==> src/rtl/addsub_pkg.sv <==
// addsub_pkg
// Shared types for the round-robin add/subtract arbiter.
//   addsub_req_t : one requester's operands (a, b) and the sub select
//   addsub_rsp_t : the shared unit's result and carry/no-borrow flag
//   slot_state_e : occupancy of the single registered output slot
package addsub_pkg;

  localparam int WIDTH_DEF = 8;

  typedef struct packed {
    logic [WIDTH_DEF-1:0] a;
    logic [WIDTH_DEF-1:0] b;
    logic                 sub;
  } addsub_req_t;

  typedef struct packed {
    logic [WIDTH_DEF-1:0] result;
    logic                 flag;
  } addsub_rsp_t;

  typedef enum logic {
    SLOT_EMPTY = 1'b0,
    SLOT_FULL  = 1'b1
  } slot_state_e;

endpackage

==> src/rtl/addsub_unit.sv <==
// addsub_unit
// Purely combinational WIDTH-bit adder/subtractor shared by all requesters.
//   op_in   : operands a, b and sub (1 = a - b)
//   rsp_out : result and flag; flag is the carry-out for add and the
//             no-borrow indication (a >= b unsigned) for subtract
module addsub_unit
  import addsub_pkg::*;
#(
  parameter int WIDTH = WIDTH_DEF
) (
  input  addsub_req_t op_in,
  output addsub_rsp_t rsp_out
);

  logic [WIDTH-1:0] b_eff;
  logic [WIDTH:0]   sum;

  // Subtract is a + ~b + 1, so the carry-out naturally means "no borrow".
  always_comb begin
    b_eff          = op_in.sub ? ~op_in.b : op_in.b;
    sum            = {1'b0, op_in.a} + {1'b0, b_eff} + {{WIDTH{1'b0}}, op_in.sub};
    rsp_out.result = sum[WIDTH-1:0];
    rsp_out.flag   = sum[WIDTH];
  end

endmodule

==> src/rtl/addsub_arbiter.sv <==
// addsub_arbiter
// Round-robin arbiter sharing one add/subtract unit between N_REQ requesters,
// with a single registered result slot.
//   clk, rst   : clock, asynchronous active-high reset
//   req_valid  : per-requester request valid
//   req_ready  : per-requester accept, one-hot or zero
//   req_op     : per-requester operands
//   rsp_valid  : result slot holds a valid result
//   rsp_ready  : consumer takes the result
//   rsp_data   : registered result and flag
//   rsp_id     : index of the requester that produced rsp_data
//   op_count   : saturating count of accepted requests
module addsub_arbiter
  import addsub_pkg::*;
#(
  parameter int N_REQ = 4,
  parameter int WIDTH = WIDTH_DEF,
  parameter int CNT_W = 16,
  localparam int ID_W = $clog2(N_REQ)
) (
  input  logic              clk,
  input  logic              rst,
  input  logic [N_REQ-1:0]  req_valid,
  output logic [N_REQ-1:0]  req_ready,
  input  addsub_req_t       req_op [N_REQ],
  output logic              rsp_valid,
  input  logic              rsp_ready,
  output addsub_rsp_t       rsp_data,
  output logic [ID_W-1:0]   rsp_id,
  output logic [CNT_W-1:0]  op_count
);

  slot_state_e       state_q, state_d;
  logic [ID_W-1:0]   ptr_q, ptr_d;
  addsub_rsp_t       rsp_data_q, rsp_data_d;
  logic [ID_W-1:0]   rsp_id_q, rsp_id_d;
  logic [CNT_W-1:0]  op_count_q, op_count_d;

  logic              slot_free;
  logic              grant_found;
  logic [ID_W-1:0]   grant_idx;
  logic              accept;
  addsub_req_t       unit_in;
  addsub_rsp_t       unit_out;

  // Search starts just after the last winner so every requester gets a turn.
  always_comb begin
    grant_found = 1'b0;
    grant_idx   = '0;
    for (int i = 1; i <= N_REQ; i++) begin
      if (!grant_found && req_valid[(int'(ptr_q) + i) % N_REQ]) begin
        grant_found = 1'b1;
        grant_idx   = ID_W'((int'(ptr_q) + i) % N_REQ);
      end
    end
  end

  // The slot can take a new result if empty or if it is being drained now.
  // rst gating keeps req_ready low for the whole reset window.
  always_comb begin
    slot_free = (state_q == SLOT_EMPTY) | rsp_ready;
    accept    = grant_found & slot_free & ~rst;
    req_ready = accept ? (N_REQ'(1) << grant_idx) : '0;
    unit_in   = req_op[grant_idx];
  end

  addsub_unit #(
    .WIDTH (WIDTH)
  ) u_unit (
    .op_in   (unit_in),
    .rsp_out (unit_out)
  );

  // Slot FSM and datapath capture. The pointer only moves on an accept, so a
  // stalled slot does not burn anyone's priority.
  always_comb begin
    state_d    = state_q;
    ptr_d      = ptr_q;
    rsp_data_d = rsp_data_q;
    rsp_id_d   = rsp_id_q;
    op_count_d = op_count_q;

    if (accept) begin
      state_d    = SLOT_FULL;
      ptr_d      = grant_idx;
      rsp_data_d = unit_out;
      rsp_id_d   = grant_idx;
      if (op_count_q != {CNT_W{1'b1}}) begin
        op_count_d = op_count_q + CNT_W'(1);
      end
    end else if ((state_q == SLOT_FULL) && rsp_ready) begin
      state_d = SLOT_EMPTY;
    end
  end

  always_ff @(posedge clk or posedge rst) begin
    if (rst) begin
      state_q    <= SLOT_EMPTY;
      ptr_q      <= ID_W'(N_REQ - 1);
      rsp_data_q <= '0;
      rsp_id_q   <= '0;
      op_count_q <= '0;
    end else begin
      state_q    <= state_d;
      ptr_q      <= ptr_d;
      rsp_data_q <= rsp_data_d;
      rsp_id_q   <= rsp_id_d;
      op_count_q <= op_count_d;
    end
  end

  assign rsp_valid = (state_q == SLOT_FULL);
  assign rsp_data  = rsp_data_q;
  assign rsp_id    = rsp_id_q;
  assign op_count  = op_count_q;

endmodule
==> config.mk <==
export PLATFORM = sky130hd
export DESIGN_NAME = addsub_arbiter
export DESIGN_NICKNAME = d
export VERILOG_FILES = /design/src/rtl/addsub_pkg.sv /design/src/rtl/addsub_unit.sv /design/src/rtl/addsub_arbiter.sv
export SDC_FILE = /design/constraint.sdc
export NUM_CORES = 1
export LEC_CHECK = 0
export BUFFER_PORTS_ARGS = -buffer_cell sky130_fd_sc_hd__buf_2
export CORE_UTILIZATION = 47
export DETAILED_ROUTE_END_ITERATION = 6
export GPL_TIMING_DRIVEN = 0
export PLACE_DENSITY = 0.91
export RECOVER_POWER = 100
export SLEW_MARGIN = 20
export SYNTH_ARGS = -nofsm -noshare
export SYNTH_HDL_FRONTEND = slang
export SYNTH_SLANG_ARGS = --single-unit
==> constraint.sdc <==
create_clock -name clk -period 4.89 [get_ports clk]
set_input_delay 0.2445 -clock clk [delete_from_list [all_inputs] [get_ports clk]]
set_output_delay 0.2445 -clock clk [all_outputs]
set_load 0.05 [all_outputs]
# Word-level counts from Yosys, hierarchy flattened
# Cells that the tools add are included.
[word_totals] regBits=30 in_bits=75 out_inout_bits=32 word_cells=71
[op_classes] n_addsub=7 n_lt_le_gt_ge=5 n_eq_ne=1 n_shift=1 n_mux=27 bitwise_logic=11 n_reduce_logical=13
[ops] op="$bmux 17 s2" n=1
[ops] op="$mux 17" n=2
[ops] op="$add 16x1->16 const B" n=1
[ops] op="$lt 3x4->1 const B" n=4
[ops] op="$ne 16x16->1 const B" n=1
[ops] op="$mux 1" n=14
[ops] op="$add 8x8->9" n=1
[ops] op="$add 9x1->9" n=1
[ops] op="$bmux 1 s2" n=4
[ops] op="$mux 2" n=4
[ops] op="$mux 8" n=1
[ops] op="$not 8->8" n=1
[ops] op="$reduce_or 2->1" n=4
[ops] op="$add 2x1->2 const B" n=2
[ops] op="$add 2x2->2 const B" n=2
[ops] op="$and 1x1->1 const A" n=4
[ops] op="$logic_and 1x1->1" n=4
[ops] op="$mux 4" n=1
[ops] op="$shl 1x2->4 const A" n=1
[ops] op="$ge 3x3->1 const B" n=1
[ops] op="$logic_not 1->1" n=3
[ops] op="$not 2->3" n=1
[ops] op="$and 1x1->1" n=2
[ops] op="$not 1->1" n=2
[ops] op="other kinds (3)" n=3

# Depth between registers and ports, before layout
# Gate-level depths: netlist of run 1.
[logic_depth] word_depth=24 depth_mapped=18 depth_no_buf=16

# By module
# Synthesis of run 1 repeated with hierarchy kept, for this count alone.
[hier_totals] hier_cells=270 hier_area_um2=2303.5
[by_module_without_submodules] module="addsub_arbiter" instances=1 cells_per_inst=222 area_per_inst_um2=1905.6 seq_area_each_um2=753.2
[by_module_without_submodules] module="addsub_unit" instances=1 cells_per_inst=48 area_per_inst_um2=397.9 seq_area_each_um2=0.0

# Worst setup path after synthesis of run 1
# Ideal clock, no wire load.
[synth_path] path_kind="register to register" start="reg ptr_q[0]" end="reg rsp_data_q (netlist bit rsp_data[8])" setup_ns=0.125 arrival_time_ns=3.263 t_required_ns=4.765 slack_ns=1.502 stages_incl_launch_ff=19 n_path_buf=3 period_less_slack_ns=3.388 path_cell_list="dfstp_2 -> nand2b_1 -> a21o_1 -> and3_1 -> buf_6 -> buf_6 -> buf_2 -> mux2i_1 -> a21oi_1 -> xor2_1 -> ha_1 -> a21oi_1 -> o21bai_1 -> a21o_1 -> a21o_1 -> a21oi_1 -> nor3_1 -> a21oi_1 -> nand3_1"
[synth_via] elab_chain_len=22 elab_cells_between_ends=40 cone_classes="6 x add/sub; 24 x mux; 4 x bitwise; 6 x reduce/logical"
[synth_rtl] element="start, declared" line="addsub_arbiter.sv:34" source="logic [ID_W-1:0] ptr_q, ptr_d;"
[synth_rtl] element="start signal, assigned" line="addsub_arbiter.sv:99" source="ptr_q <= ID_W'(N_REQ - 1);"
[synth_rtl] element="start signal, assigned" line="addsub_arbiter.sv:105" source="ptr_q <= ptr_d;"
[synth_rtl] element="$add 2x1->2" line="addsub_arbiter.sv:51, addsub_arbiter.sv:53"
[synth_rtl] element="$bmux 1 s2" line="addsub_arbiter.sv:51" source="if (!grant_found && req_valid[(int'(ptr_q) + i) % N_REQ]) begin"
[synth_rtl] element="$mux 1 (implied by the code) (2 in series)" line="addsub_arbiter.sv:51"
[synth_rtl] element="$mux 1" line="addsub_arbiter.sv:51"
[synth_rtl] element="$logic_not 1->1" line="addsub_arbiter.sv:51"
[synth_rtl] element="$logic_and 1x1->1" line="addsub_arbiter.sv:51"
[synth_rtl] element="$mux 1" line="addsub_arbiter.sv:51"
[synth_rtl] element="$logic_not 1->1" line="addsub_arbiter.sv:51"
[synth_rtl] element="[... 4 more ...]"
[synth_rtl] element="$mux 2" line="addsub_arbiter.sv:51"
[synth_rtl] element="$not 2->3 (implied by the code)" line="addsub_arbiter.sv:64" source="unit_in = req_op[grant_idx];"
[synth_rtl] element="$bmux 17 s2" line="addsub_arbiter.sv:64"
[synth_rtl] element="$mux 17 (implied by the code) (2 in series)" line="addsub_arbiter.sv:64"
[synth_rtl] element="$not 8->8" line="addsub_unit.sv:20" source="b_eff = op_in.sub ? ~op_in.b : op_in.b;"
[synth_rtl] element="$mux 8" line="addsub_unit.sv:20"
[synth_rtl] element="$add 8x8->9" line="addsub_unit.sv:21" source="sum = {1'b0, op_in.a} + {1'b0, b_eff} + {{WIDTH{1'b0}}, op_in.sub};"
[synth_rtl] element="$add 9x1->9" line="addsub_unit.sv:21"
[synth_rtl] element="end signal, assigned" line="addsub_arbiter.sv:106" source="rsp_data_q <= rsp_data_d;"
[synth_rtl] element="end, declared" line="addsub_arbiter.sv:35" source="addsub_rsp_t rsp_data_q, rsp_data_d;"
# Parallel ways exist; a longest one is shown, timed or not. The select of a mux whose other input is x is not followed.
# A chain may end at the register's enable or synchronous reset.

# Worst setup path in the final report of run 1
[layout_path] start="reg ptr_q[0]" end="reg rsp_data_q (netlist bit rsp_data[0])"
# The elaborated chain is that of the path after synthesis.

==> flow_metrics.py, run 1 <==
metrics = {
    "die": {
        "pin_count": 107,
        "coreArea_sq_um": 4723,
        "die_h_um": 72.22,
        "start_util_pct": 49.06,
        "dieArea_sq_um": 5215,
        "die_w_um": 72.22,
        "fp-row-count": 25,
    },
    "sta": {
        "finalHoldViolations": 0,
        "fin_crit_ns": 4.116,
        "finalSetupTns_ns": 0,
        "fin_worst_skew_ns": 0.007308,
        "maxSlewViolCount": 0,
        "fmax_mhz": 243.0,
        "rsz0062_at_grt": "false",
        "fin_crit_sh_pct": 84.17,
        "setup_viol": 0,
        "tightest_slew_ns": 1.119,
        "slew_headroom_pct": 25.31,
    },
    "synthesis": {
        "synthTopCellsByArea": "dfrtp_1 30%, mux2_2 6.8%, a21oi_1 6.0%",
        "synth_xor_area_share_pct": 9.827,
        "yosysWarnings": 0,
        "ys.flop_type": "dfrtp_1",
        "synth.area.mux_share_pct": 13.50,
        "seq_area_frac_synth_pct": 32.51,
        "syn_avg_cell_area_sq_um": 8.777,
        "synth-compound-area-share_pct": 16.36,
        "synthSimpleGateAreaFrac_pct": 19.22,
        "syn_inst": 264,
        "synth_top_family_by_area": "simple AND/OR/NAND/NOR gates",
        "synth_edf_count": 0,
        "yosys.area.top_type_share_pct": 30.24,
        "async_flop_share_pct": 100.0,
        "synth_nets": 348,
        "yosysMostFrequentCell": "nor2_1",
        "synth_commonest_cells": "32 x nor2_1, 28 x a21oi_1, 28 x dfrtp_1, 28 x nand2_1",
        "synth-seq-cells": 30,
        "synthAdderAreaFrac_pct": 5.184,
        "synth_cell_types": 39,
        "syn_area_sq_um": 2317,
        "synth_top_area_cell": "dfrtp_1",
    },
    "finish": {
        "diodes": 0,
        "area_growth_pct": 27.75,
        "layout.nets": 461,
        "drive_gt1_share_pct": 28.31,
    },
    "power": {
        "p_sw_uw": 855.1,
        "switching_share_pct": 51.49,
        "power_frac_comb_pct": 64.7,
        "ir_drop_uv": 275.3,
        "total_power_mw": 1.661,
        "powerDensity_nw_per_um2": 561.0,
        "intPower_uw": 805.6,
        "p_seq_share_pct": 22.8,
        "p_leak_nw": 1.437,
        "clkPwrFrac_pct": 12.4,
    },
    "detailed_routing": {
        "routed_wl_mm": 6.198,
        "dr.pass1.iters": 4,
        "wl_per_cell_um": 13.93,
        "vias": 2360,
        "ant_nets": 0,
        "viasPerCell": 5.303,
        "drt_iter0_drc": 159,
        "drc_errors": 0,
    },
    "cts": {
        "clk_path_buf_depth": 2,
        "cts_resized": 0,
        "cts_tree": "done",
        "hold_buffers": 0,
        "clk_latency_ns": 0.28,
        "cts-root-buf": "clkbuf_8",
        "cts_setup_buffers": 0,
        "htree_num_levels": 2,
        "cts_buffers": 5,
        "path_clk_slew_ns": 0.07,
        "cts_sinks": 30,
    },
    "worst_setup_path": {
        "r2r_cells": 18,
        "cpMostUsedCell": "a21oi_1",
        "timing.critical_path.buf_inv": 3,
        "cp-startpoint": "ptr_q[0]",
        "start_kind": "flop",
        "cpMaxStageDelayCell": "dfstp_1",
        "worstPathArrival_ns": 4.28,
        "cp.required_ns": 5.05,
        "reg2reg_from": "ptr_q[0]",
        "critical-path-top-delay-family": "compound AO/OA/AOI/OAI gates",
        "worst-setup-path-type": "flop to flop",
        "reg2reg_to": "rsp_data[0]",
        "cpPeakStageDelay_ns": 0.56,
        "cp_cell_sequence": "nand2b_1, a21o_1, and3_1, buf_6, buf_6, clkbuf_1, mux2i_1, a21oi_1, xor2_1, fa_1, a21oi_1, nor2_1, nor2_1, o21bai_1, a21oi_1, nor2b_1, o21ai_0, a21oi_1",
        "rrSetupSlack_ns": 0.77,
        "crit_path_max_fanout": 10,
        "worst_setup_path_end_kind": "flop",
    },
    "grt": {
        "track_usage_pct": 25.28,
        "grt_pass1_wl_mm": 10.34,
        "antenna_found_initial": 0,
        "grt_max_degree": 31,
        "overflow": 0,
        "grt_pass1_vias": 2379,
    },
    "place": {
        "place.gp.congestion": 0.8147,
        "dp_hpwl_mm": 4.945,
        "io_buffers": 106,
    },
    "run": {
        "maxCapViolCount": 0,
    },
    "outcome": {
        "status": "complete, no violations",
    },
    "hold_path": {
        "hold_path_class": "primary input to asynchronous set/reset pin",
    },
}
[worst max-delay path by stage]
| stage | end | slack, ns | cells after the start |
|---|---|---|---|
| floorplan | rsp_data[8] | 1.50 | 18 |
| global placement | rsp_data[8] | 1.19 | 18 |
| detailed placement | rsp_data[8] | 1.12 | 18 |
| CTS | rsp_data[8] | 1.09 | 18 |
| global route | rsp_data[8] | 0.44 | 18 |
| finish | rsp_data[0] | 0.77 | 18 |
[per-layer routing]
layer  routed length (um)  global-route usage (%)
met1                 2543                   29.42
met2                 3212                   44.24
met3                  253                   4.583
met4                  189                   13.29
met5                    0                       0
[cell usage in the layout (no fill, tap or decap)]
master,count
a211o_1,2
a211oi_2,1
a21o_1,7
a21oi_1,28
a21oi_2,3
a22oi_1,2
a22oi_2,1
a22oi_4,1
a31o_1,1
and2_1,1
and3_1,4
buf_2,74
buf_6,2
clkbuf_1,42
clkbuf_8,6
clkinv_2,1
dfrtp_1,28
dfstp_1,1
dfstp_2,1
fa_1,1
ha_1,8
inv_1,5
mux2_2,14
mux2_4,1
mux2i_1,14
nand2_1,28
nand2b_1,4
nand3_1,13
nand3_2,1
nand4_1,2
nor2_1,32
nor2b_1,2
nor2b_2,1
nor3_1,10
o21ai_0,6
o21ai_1,1
o21bai_1,2
o311ai_0,1
xnor2_1,14
xor2_1,12
[cell families (layout without fill, tap and decap cells)]
group | after synthesis | in the layout
buf+inv | 16 | 130
flops | 30 | 30
simple gates | 98 | 98
fa+ha+maj | 9 | 9
xor+xnor | 26 | 26
compound gates | 56 | 56
mux | 29 | 29
[power groups by stage]
stage | Combinational (mW) | Sequential, mW | Clock [mW]
detailed placement | 1.10 | 0.380 | 0
CTS | 1.10 | 0.377 | 0.209
floorplan | 0.635 | 0.598 | 0
global route | 1.17 | 0.388 | 0.217
global placement | 1.06 | 0.375 | 0
finish | 1.08 | 0.379 | 0.207
[flip-flops by register name, indices dropped and copies added, names as in the netlist]
signal	count
ptr_q	2
rsp_valid	1
rsp_id	2
op_count	16
rsp_data	9
[through the flow]
stage | utilization [%] | hold WS (ns) | setup WS, ns | area, sq um | instances
final | 62.68 | 0.2364 | 0.7743 | 2960 | 445
after global routing | 62.68 | 0.2766 | 0.4355 | 2960 | 445
after CTS | 64.00 | 0.2586 | 1.094 | 3023 | 445
after detailed placement | 62.07 | 0.4627 | 1.124 | 2932 | 437
after global placement | 62.07 | 0.4620 | 1.194 | 2932 | 437
after floorplan | - | 0.3338 | 1.502 | 2317 | 264
[area by class of cell]
cell class,instances,area [sq um]
clock inverters,1,5.005
fillers,414,1763
inverters,5,18.77
flip-flops and latches,30,753.2
clock buffers,7,86.33
plain buffers,11,58.81
well taps,67,83.83
multi-input cells,218,1466
repair buffers,106,488.0
No activity file was read; power rests on OpenSTA's default activity.
==> run 2: changes to the inputs <==
==> constraint.sdc (replaced) <==
create_clock -name clk -period 4.1 [get_ports clk]
set_input_delay 0.205 -clock clk [delete_from_list [all_inputs] [get_ports clk]]
set_output_delay 0.205 -clock clk [all_outputs]
set_load 0.05 [all_outputs]
==> flow_metrics.py, run 2 (synthesis gave the netlist of run 1 again) <==
metrics = {
    "sta": {
        "rsz0062_at_grt": "false",
        "fin_crit_ns": 3.784,
        "fin_crit_sh_pct": 92.29,
        "finalHoldViolations": 0,
        "slew_headroom_pct": 25.56,
        "fmax_mhz": 264.3,
        "setup_viol": 0,
        "tightest_slew_ns": 1.115,
        "holdWs_ns": 0.1961,
        "finalSetupTns_ns": 0,
        "maxSlewViolCount": 0,
        "fin_worst_skew_ns": 0.007042,
    },
    "power": {
        "ir_drop_uv": 328.7,
        "powerDensity_nw_per_um2": 668.4,
        "total_power_mw": 1.976,
        "p_leak_nw": 1.436,
    },
    "place": {
        "dpl.cell_count": 437,
        "io_buffers": 106,
        "place.gp.congestion": 0.8147,
        "placed_area_sq_um": 2932,
        "dp_hpwl_mm": 4.945,
    },
    "detailed_routing": {
        "ant_nets": 0,
        "viasPerCell": 5.315,
        "drt_iter0_drc": 126,
        "routed_wl_mm": 6.143,
        "drc_errors": 0,
        "vias": 2360,
        "dr.pass1.iters": 4,
        "wl_per_cell_um": 13.84,
    },
    "worst_setup_path": {
        "start_kind": "flop",
        "worstPathArrival_ns": 3.95,
        "cpMaxStageDelayCell": "dfstp_2",
        "crit_path_max_fanout": 10,
        "worst_setup_path_end_kind": "flop",
        "cpPeakStageDelay_ns": 0.55,
        "critical-path-top-delay-family": "compound AO/OA/AOI/OAI gates",
        "timing.critical_path.buf_inv": 2,
        "cpMostUsedCell": "a21oi_1",
        "cp_cell_sequence": "nor2b_2, nor2_1, a211o_1, clkbuf_1, clkbuf_1, a21oi_1, fa_1, a21oi_1, nor2_1, nor2_1, o21bai_1, a21oi_1, nor2b_1, o21ai_0, a21oi_1",
        "worst-setup-path-type": "flop to flop",
        "cp.required_ns": 4.26,
    },
    "grt": {
        "track_usage_pct": 25.28,
        "antenna_found_initial": 0,
        "grt_pass1_vias": 2379,
        "grt_max_degree": 31,
        "grt_pass1_wl_mm": 10.34,
        "overflow": 0,
    },
    "outcome": {
        "status": "complete, no violations",
    },
    "die": {
        "die_w_um": 72.22,
        "start_util_pct": 49.06,
        "pin_count": 107,
        "fp-row-count": 25,
        "coreArea_sq_um": 4723,
        "dieArea_sq_um": 5215,
        "die_h_um": 72.22,
    },
    "finish": {
        "largest_register_ffs": 16,
        "layout_commonest_cell": "buf_2",
        "layout.nets": 460,
        "diodes": 0,
        "layout_common_cells": "74 x buf_2, 41 x clkbuf_1, 32 x nor2_1",
        "drive_gt1_share_pct": 28.65,
        "final_cells": 444,
        "area_growth_pct": 27.59,
        "final_cell_area_sq_um": 2957,
    },
    "cts": {
        "cts_resized": 0,
        "cts_setup_buffers": 0,
        "clk_latency_ns": 0.28,
        "path_clk_slew_ns": 0.07,
        "cts-root-buf": "clkbuf_8",
        "cts_tree": "done",
        "hold_buffers": 0,
        "htree_num_levels": 2,
        "clk_path_buf_depth": 2,
        "cts_buffers": 5,
        "cts_sinks": 30,
    },
    "run": {
        "maxCapViolCount": 0,
    },
    "hold_path": {
        "hold_path_class": "primary input to asynchronous set/reset pin",
    },
}
==> run 2: cell count changes in the layout (fill, tap and decap cells not counted), sizes merged <==
cell / previous run / this run
clkbuf: 48 / 47
==> run 2: per-stage QoR <==
stage / utilization (%) / setup WS, ns
3_3_place_gp: 62.07 / 0.4039
5_1_grt: 62.60 / 0.01150
4_1_cts: 64.00 / 0.3038
2_1_floorplan: - / 0.7119
3_5_place_dp: 62.07 / 0.3341
6_report: 62.60 / 0.3161
==> run 2: routing by layer <==
| layer | wire length (um) | vias up | track usage (%) |
|---|---|---|---|
| met5 | 0 | - | 0 |
| met4 | 194 | 0 | 13.29 |
| met3 | 276 | 19 | 4.583 |
| met2 | 3204 | 78 | 44.24 |
| met1 | 2468 | 1119 | 29.42 |
| li1 | - | 1144 | - |
==> run 2: final cells by class <==
cell class                 count  area [sq um]
fill                         414          1767
multi-input combinational    218          1466
sequential                    30         753.2
timing repair buffer         106         488.0
clock buffer                   7         86.33
tap                           67         83.83
buffer                        10         55.05
inverter                       5         18.77
clock inverter                 1         5.005
==> run 2: path summary, 6_finish.rpt <==
path | start | to | slack, ns | cells after the start
worst max-delay path | ptr_q[0] | rsp_data[0] | 0.32 | 15
worst min-delay path | rst | rsp_data[1] | 0.20 | 2
worst max register to register | ptr_q[0] | rsp_data[0] | 0.32 | 15
worst min register to register | rsp_data[2] | rsp_data[2] | 0.48 | 2
max in group asynchronous | rst | op_count[7] | 3.23 | 2
min in group clk | rsp_ready | rsp_valid | 0.22 | 3
==> run 2: power by group <==
part           leakage (nW)  switching, mW  total (mW)  internal [mW]
Sequential            0.377         0.0686       0.453          0.384
Combinational          1.01          0.837        1.28          0.441
Clock                0.0482          0.111       0.246          0.135
==> run 3: changes to the inputs <==
--- a/config.mk
+++ b/config.mk
@@ -10,8 +10,7 @@
 export DETAILED_ROUTE_END_ITERATION = 6
 export GPL_TIMING_DRIVEN = 0
 export PLACE_DENSITY = 0.91
-export RECOVER_POWER = 100
-export SLEW_MARGIN = 20
+export SLEW_MARGIN = 10
 export SYNTH_ARGS = -nofsm -noshare
 export SYNTH_HDL_FRONTEND = slang
 export SYNTH_SLANG_ARGS = --single-unit
==> constraint.sdc (replaced) <==
create_clock -name clk -period 3.9 [get_ports clk]
set_input_delay 0.195 -clock clk [delete_from_list [all_inputs] [get_ports clk]]
set_output_delay 0.195 -clock clk [all_outputs]
set_load 0.05 [all_outputs]
==> flow_metrics.py, run 3 (synthesis gave the netlist of run 1 again) <==
metrics = {
    "power": {
        "p_leak_nw": 1.563,
        "ir_drop_uv": 352.0,
        "powerDensity_nw_per_um2": 707.9,
    },
    "worst_setup_path": {
        "worst_setup_path_end_kind": "flop",
        "rrSetupSlack_ns": 0.29,
        "worstPathArrival_ns": 3.78,
        "reg2reg_to": "rsp_data[0]",
        "start_kind": "flop",
        "cp.required_ns": 4.06,
        "reg2reg_from": "ptr_q[0]",
        "worst-setup-path-type": "flop to flop",
        "crit_path_max_fanout": 10,
        "r2r_cells": 18,
    },
    "grt": {
        "track_usage_pct": 25.28,
        "antenna_found_initial": 0,
        "grt_pass1_vias": 2379,
        "overflow": 0,
        "grt_max_degree": 31,
        "grt_pass1_wl_mm": 10.34,
    },
    "cts": {
        "cts_tree": "done",
        "cts_buffers": 5,
        "clk_path_buf_depth": 2,
        "htree_num_levels": 2,
        "cts_setup_buffers": 0,
        "clk_latency_ns": 0.28,
        "path_clk_slew_ns": 0.07,
        "cts_sinks": 30,
        "hold_buffers": 0,
        "cts-root-buf": "clkbuf_8",
    },
    "detailed_routing": {
        "dr.pass1.iters": 4,
        "ant_nets": 0,
        "wl_per_cell_um": 14.01,
        "viasPerCell": 5.337,
        "drc_errors": 0,
        "routed_wl_mm": 6.233,
        "met2_length_mm": 3.234,
        "vias": 2375,
        "routed.top_layer": "met4",
        "wl_met3_um": 323,
        "drt_iter0_drc": 159,
        "wl_met1_mm": 2.482,
    },
    "finish": {
        "diodes": 0,
        "layout_common_cells": "108 x buf_2, 31 x nor2_1, 28 x nand2_1, 28 x dfrtp_1, 26 x a21oi_1",
        "final_cells": 445,
        "drive_gt1_share_pct": 40.21,
        "layout_commonest_cell": "buf_2",
        "nFillCells": 384,
        "final_cell_area_sq_um": 3043,
        "layout.nets": 461,
        "area_growth_pct": 31.32,
        "seqCellArea_sq_um": 753.2,
        "fin_util_pct": 64.42,
        "largest_register_ffs": 16,
        "multiInputGateArea_sq_um": 1498,
    },
    "place": {
        "io_buffers": 106,
        "placed_area_sq_um": 2932,
        "dp_hpwl_mm": 4.945,
        "place.gp.congestion": 0.8147,
        "dpl.cell_count": 437,
    },
    "sta": {
        "fin_crit_sh_pct": 92.61,
        "fmax_mhz": 276.9,
        "fin_crit_ns": 3.612,
        "rsz0062_at_grt": "false",
        "slew_headroom_pct": 30.75,
        "setup_viol": 0,
        "tightest_slew_ns": 1.032,
        "fin_worst_skew_ns": 0.007513,
        "finalSetupTns_ns": 0,
        "holdWs_ns": 0.03811,
        "finalHoldViolations": 0,
        "maxSlewViolCount": 0,
    },
    "die": {
        "dieArea_sq_um": 5215,
        "pin_count": 107,
        "die_w_um": 72.22,
        "coreArea_sq_um": 4723,
        "fp-row-count": 25,
        "die_h_um": 72.22,
        "start_util_pct": 49.06,
    },
    "run": {
        "maxCapViolCount": 0,
    },
    "hold_path": {
        "hold_path_class": "primary input to asynchronous set/reset pin",
    },
    "outcome": {
        "status": "complete, no violations",
    },
}
-- run 3: layer usage --
layer,up-vias,GRT usage [%]
li1,1143,-
met1,1132,29.42
met2,81,44.24
met3,19,4.583
met4,0,13.29
met5,-,0
-- run 3: critical path, stage by stage, from the launching register on --
cell and delay, ns:
dfstp_2 0.55, nand2b_1 0.12, a21o_1 0.13, and3_1 0.18, buf_6 0.13, buf_6 0.15
mux2_2 0.34, nor2_1 0.08, a21oi_1 0.06, xor2_1 0.21, fa_1 0.48, a21oi_1 0.22
nor2_1 0.08, nor2_2 0.13, o21bai_1 0.10, a21oi_2 0.18, nor2b_1 0.06, o21ai_0 0.20
a21oi_1 0.10
-- run 3: per-stage QoR --
| step | total power, mW | worst slack (ns) |
|---|---|---|
| global route | 2.302 | 0.03741 |
| CTS | 2.116 | 0.1038 |
| detailed placement | 1.851 | 0.1341 |
| floorplan | 1.546 | 0.5119 |
| finish | 2.154 | 0.2881 |
| global placement | 1.802 | 0.2039 |
-- run 3: layout make-up --
class	count	share of cell area, %
Tap cell	67	2.755
Inverter	5	0.6168
Timing Repair Buffer	106	17.43
Clock buffer	7	2.837
Multi-Input combinational cell	218	49.22
Clock inverter	1	0.1645
Sequential cell	30	24.75
Buffer	11	2.220
-- run 3: worst max-delay path by stage --
stage / startpoint / endpoint / slack, ns / depth (start not counted)
2_1_floorplan: ptr_q[0] / rsp_data[8] / 0.51 / 18
3_3_place_gp: ptr_q[0] / rsp_data[8] / 0.20 / 18
3_5_place_dp: ptr_q[0] / rsp_data[8] / 0.13 / 18
4_1_cts: ptr_q[0] / rsp_data[8] / 0.10 / 18
5_1_grt: ptr_q[0] / rsp_data[0] / 0.04 / 18
6_report: ptr_q[0] / rsp_data[0] / 0.29 / 18
-- run 3: where the power goes --
group / internal (mW) / switching (mW)
clock network: 0.142 / 0.117
logic: 0.516 / 0.905
registers: 0.404 / 0.0704
-- run 3: repair_timing --
item	4_1_cts	5_1_grt
gates resized for setup	0	9
endpoints found under the hold margin	0	0
endpoints found under the setup margin	0	3
